## src/rtl/uart_receiver.sv

```systemverilog
// rtl/uart_receiver.sv - 16x oversampling UART receiver, LSB first, no parity
`timescale 1ns/1ps
module uart_receiver #(
  parameter int DBITS   = 8,
  parameter int SB_TICK = 16
) (
  input  logic             clk,
  input  logic             reset_n,
  input  logic             rx,
  input  logic             s_tick,
  output logic [DBITS-1:0] rx_dout,
  output logic             rx_done_tick,
  output logic             frame_err
);

  // s must reach both 15 (data bit) and SB_TICK-1 (stop bit)
  localparam int SW = ($clog2(SB_TICK) > 4) ? $clog2(SB_TICK) : 4;
  localparam int NW = ($clog2(DBITS) > 1) ? $clog2(DBITS) : 1;

  localparam logic [SW-1:0] S_MID   = SW'(7);
  localparam logic [SW-1:0] S_BIT   = SW'(15);
  localparam logic [SW-1:0] S_STOP  = SW'(SB_TICK - 1);
  localparam logic [NW-1:0] N_LAST  = NW'(DBITS - 1);

  localparam logic [1:0] IDLE  = 2'd0;
  localparam logic [1:0] START = 2'd1;
  localparam logic [1:0] DATA  = 2'd2;
  localparam logic [1:0] STOP  = 2'd3;

  logic [1:0]       state;
  logic [SW-1:0]    s;
  logic [NW-1:0]    n;
  logic [DBITS-1:0] b;
  logic             rx_meta;
  logic             rx_s;

  always_ff @(posedge clk or negedge reset_n) begin
    if (!reset_n) begin
      rx_meta <= 1'b1;
      rx_s    <= 1'b1;
    end else begin
      rx_meta <= rx;
      rx_s    <= rx_meta;
    end
  end

  always_ff @(posedge clk or negedge reset_n) begin
    if (!reset_n) begin
      state        <= IDLE;
      s            <= '0;
      n            <= '0;
      b            <= '0;
      rx_dout      <= '0;
      rx_done_tick <= 1'b0;
      frame_err    <= 1'b0;
    end else begin
      rx_done_tick <= 1'b0;
      case (state)
        IDLE: begin
          // Entry is tick-independent; a coincident tick is deliberately not counted
          if (!rx_s) begin
            state <= START;
            s     <= '0;
          end
        end
        START: begin
          if (s_tick) begin
            if (s == S_MID) begin
              if (!rx_s) begin
                state <= DATA;
                s     <= '0;
                n     <= '0;
              end else begin
                state <= IDLE;
              end
            end else begin
              s <= s + SW'(1);
            end
          end
        end
        DATA: begin
          if (s_tick) begin
            if (s == S_BIT) begin
              s <= '0;
              b <= {rx_s, b[DBITS-1:1]};
              if (n == N_LAST) state <= STOP;
              else             n     <= n + NW'(1);
            end else begin
              s <= s + SW'(1);
            end
          end
        end
        STOP: begin
          if (s_tick) begin
            if (s == S_STOP) begin
              state        <= IDLE;
              rx_dout      <= b;
              frame_err    <= ~rx_s;
              rx_done_tick <= 1'b1;
            end else begin
              s <= s + SW'(1);
            end
          end
        end
        default: state <= IDLE;
      endcase
    end
  end

endmodule
```

## config.mk

```make
export PLATFORM = sky130hd
export DESIGN_NAME = uart_receiver
export DESIGN_NICKNAME = d
export VERILOG_FILES = /design/src/rtl/uart_receiver.sv
export SDC_FILE = /design/constraint.sdc
export NUM_CORES = 1
export LEC_CHECK = 0
export CORE_MARGIN = 2
export CORE_UTILIZATION = 54
export DETAILED_ROUTE_END_ITERATION = 7
export HOLD_SLACK_MARGIN = 0.06
export PLACE_DENSITY = 0.77
export SLEW_MARGIN = 20
export SYNTH_ARGS = -nofsm -noshare
export SYNTH_HDL_FRONTEND = slang
export SYNTH_SLANG_ARGS = --single-unit
```

## constraint.sdc

```tcl
create_clock -name clk -period 1.9 [get_ports clk]
set_input_delay 0.475 -clock clk [delete_from_list [all_inputs] [get_ports clk]]
set_output_delay 0.475 -clock clk [all_outputs]
set_load 0.02 [all_outputs]
```

==> summary.json <==
{
  "drtPass1Iterations": {"value": 4},
  "holdBufCountCts": {"value": 0},
  "crit_arrival": {"value": 2000, "unit": "ps"},
  "wl_on_met1": {"value": 982, "unit": "µm"},
  "footprint_of_the_flip_flops_and_latches": {"value": 728, "unit": "µm²"},
  "setup.worst_path.end_class": {"value": "flop"},
  "wl_met2": {"value": 1.08, "unit": "mm"},
  "worstPathCellList": {"value": "ha_1 > and3_2 > nand2_2 > nor2_4 > mux2_2"},
  "async_flop_share": {"value": 100, "unit": "%"},
  "timing.fmax": {"value": 0.558, "unit": "GHz"},
  "via_count_of_the_first_global_routing_pass": {"value": 843},
  "postCtsResizedCells": {"value": 0},
  "syn_inst": {"value": 98},
  "grt_remaining_overflow": {"value": 0},
  "pwr_density_cell": {"value": 1020, "unit": "nW/µm²"},
  "cts.repair_timing.setup_buffer_count": {"value": 0},
  "cap_viol_max_count": {"value": 0},
  "ys_ff_latch": {"value": 29},
  "share_of_cells_above_drive_strength_1": {"value": 35.5, "unit": "%"},
  "final.min_clock_period": {"value": 1790, "unit": "ps"},
  "vdd_drop_max": {"value": 0.000786, "unit": "V"},
  "clock_sinks": {"value": 29},
  "ys_top_cells_by_count": {"value": "dfrtp_1 (27), mux2_2 (18), nand2_1 (4)"},
  "yosysTopAreaCellShare": {"value": 50.8, "unit": "%"},
  "dieHeight": {"value": 53.6, "unit": "µm"},
  "slowest_stage_cell_on_the_critical_path": {"value": "dfrtp_1"},
  "worst_setup_path_start_kind": {"value": "flop"},
  "syn_area": {"value": 1330, "unit": "µm²"},
  "worst-slew-pin-transition": {"value": 395, "unit": "ps"},
  "final_gp_congestion": {"value": 0.705},
  "initial_core_util": {"value": 58.4, "unit": "%"},
  "type_of_the_worst_setup_path": {"value": "reg -> reg"},
  "outcome": {"value": "completed"},
  "tritoncts": {"value": "yes"},
  "timing.final.hold_violations": {"value": 0},
  "floorplan.die_area": {"value": 2870, "unit": "µm²"},
  "vias": {"value": 859},
  "top_flip_flop_cell_by_instance_count_after_synthesis": {"value": "dfrtp_1"},
  "num-fill-cells": {"value": 159},
  "antenna_violations_before_repair": {"value": 0},
  "layout.nets": {"value": 127},
  "slew_headroom": {"value": 73.5, "unit": "%"},
  "synth_enable_flop_cells": {"value": 0},
  "cp_data_required_time": {"value": 2110, "unit": "ps"},
  "totalNegativeSetupSlack": {"value": 0, "unit": "ps"},
  "core": {"value": 2280, "unit": "µm²"},
  "synthToLayoutAreaGrowth": {"value": 17.5, "unit": "%"},
  "drtIter0Drc": {"value": 9},
  "area_of_the_multi_input_gates": {"value": 576, "unit": "µm²"},
  "final_routed_wire_length_divided_by_cell_count": {"value": 14.9, "unit": "µm"},
  "place.detailed.hpwl": {"value": 1.54, "unit": "mm"},
  "min_path_type": {"value": "reg -> reg"},
  "clk_path_buf_depth": {"value": 2},
  "critical_path.top_delay_family": {"value": "simple AND/OR/NAND/NOR gates"},
  "slowest_stage_delay_cp": {"value": 420, "unit": "ps"},
  "drt_drc_violations_left": {"value": 0},
  "clk-insertion-delay-late": {"value": 330, "unit": "ps"},
  "clock_skew": {"value": 11.5, "unit": "ps"},
  "total_routed_wirelength": {"value": 2.22, "unit": "mm"},
  "cts-buffers-inserted": {"value": 5},
  "grt_start_max_net_pins": {"value": 30},
  "crit_fanout": {"value": 8},
  "route.met3.wl": {"value": 108, "unit": "µm"},
  "antenna_cells_inserted": {"value": 0},
  "postRouteAntennaNets": {"value": 0},
  "power_leakage": {"value": 0.704, "unit": "nW"},
  "wire_length_of_the_first_global_routing_pass": {"value": 3.73, "unit": "mm"},
  "syn-num-nets": {"value": 105},
  "ys_seq_area_share": {"value": 54.8, "unit": "%"},
  "route.top_layer_used": {"value": "met4"},
  "post_drt_via_cell_ratio": {"value": 5.77},
  "floorplan.io_pins": {"value": 14},
  "final_max_slew_viol_count": {"value": 0},
  "groute.usage.overall": {"value": 19.5, "unit": "%"},
  "timing.final.setup_violations": {"value": 0},
  "dominant_cell_type_by_area_after_synthesis": {"value": "dfrtp_1"},
  "synth_top_cells_by_area": {"value": "dfrtp_1 (51%), mux2_2 (15%), dfstp_2 (4.0%)"},
  "postLayoutCellArea": {"value": 1560, "unit": "µm²"},
  "placedInstanceArea": {"value": 1510, "unit": "µm²"},
  "cts.root.buffer_cell": {"value": "clkbuf_4"},
  "yosys_warnings": {"value": 0},
  "yosys.cell_count.top_type": {"value": "dfrtp_1"},
  "die_width": {"value": 53.6, "unit": "µm"},
  "ys_types": {"value": 35},
  "portBuffers": {"value": 13},
  "rsz0062_at_grt": {"value": "no"},
  "htreeDepth": {"value": 2},
  "fraction_of_the_cycle_the_final_worst_path_needs": {"value": 94.4, "unit": "%"},
  "synth_area_per_cell": {"value": 13.6, "unit": "µm²"},
  "clk_pin_slew_worst_paths": {"value": 90, "unit": "ps"},
  "worst-path-buf-inv": {"value": 0},
  "rows": {"value": 17}
}
==> metrics by stage <==
step	hold slack [ps]	utilization [%]	total power (W)	setup WS (ps)	instances
2_1_floorplan	179	-	0.00114	304	98
3_3_place_gp	347	66.4	0.00123	23.6	141
3_5_place_dp	347	66.4	0.00125	-0.734	141
4_1_cts	359	68.6	0.00160	77.0	149
5_1_grt	363	68.6	0.00170	8.72	149
6_report	358	68.6	0.00159	106	149
==> flip-flops by register name, summed over array words and instances, names as in the netlist, named ones only <==
name          count
rx_dout           8
frame_err         1
b                 8
rx_done_tick      1
state             1
n                 3
rx_s              1
s                 4
rx_meta           1
==> worst paths after layout <==
check | start | endpoint | slack (ps) | depth (start not counted)
setup / recovery | s[0] | b[7] | 110 | 5
hold / removal | rx_meta | rx_s | 360 | 0
setup reg to reg | s[0] | b[7] | 110 | 5
hold reg to reg | rx_meta | rx_s | 360 | 0
max in group asynchronous | reset_n | rx_meta | 1070 | 2
min in group asynchronous | reset_n | s[1] | 510 | 2
==> area by class of cell <==
| type | count | share of cell area [%] |
|---|---|---|
| multi-input combinational | 65 | 36.9 |
| clock inverter | 2 | 0.641 |
| clock buffer | 6 | 2.64 |
| tap | 28 | 2.24 |
| inverter | 1 | 0.240 |
| sequential | 29 | 46.6 |
| timing repair buffer | 18 | 10.7 |
==> kinds of logic (layout without fill, tap and decap cells) <==
logic type / count (synthesis) / count (layout) / share of synthesized area (%)
DFF: 29 / 29 / 54.8
and+or+nand+nor: 25 / 25 / 14.1
muxes: 19 / 19 / 16.0
buffers and inverters: 4 / 27 / 1.88
adders and majority gates: 3 / 3 / 2.83
AOI/OAI and AO/OA: 18 / 18 / 10.4
==> power by group <==
group          total (W)  switching, W  internal (W)
clock network   0.000346      0.000205      0.000140
logic           0.000427      0.000204      0.000223
registers       0.000816      0.000126      0.000690
total            0.00159      0.000535       0.00105
==> layer usage <==
layer	up-vias	global-route usage, %
li1	409	-
met1	427	24.5
met2	16	28.4
met4	0	12.8
met3	7	7.22
met5	-	0
==> cell usage in the layout, fill, tap and decap left out, types with 2 or more instances in the layout <==
| cell type | count |
|---|---|
| dfrtp_1 | 27 |
| mux2_2 | 18 |
| clkdlybuf4s50_1 | 13 |
| clkbuf_4 | 5 |
| buf_4 | 5 |
| nand2_1 | 4 |
| o21ai_0 | 3 |
| nor3b_1 | 3 |
| nor2_1 | 3 |
| nor2b_1 | 3 |
| ha_1 | 3 |
| nor2_4 | 2 |
| o31ai_1 | 2 |
| nand3_1 | 2 |
| a31oi_1 | 2 |
| a22o_1 | 2 |
| clkinv_2 | 2 |
| dfstp_2 | 2 |
(Power assumes the default switching activity.)
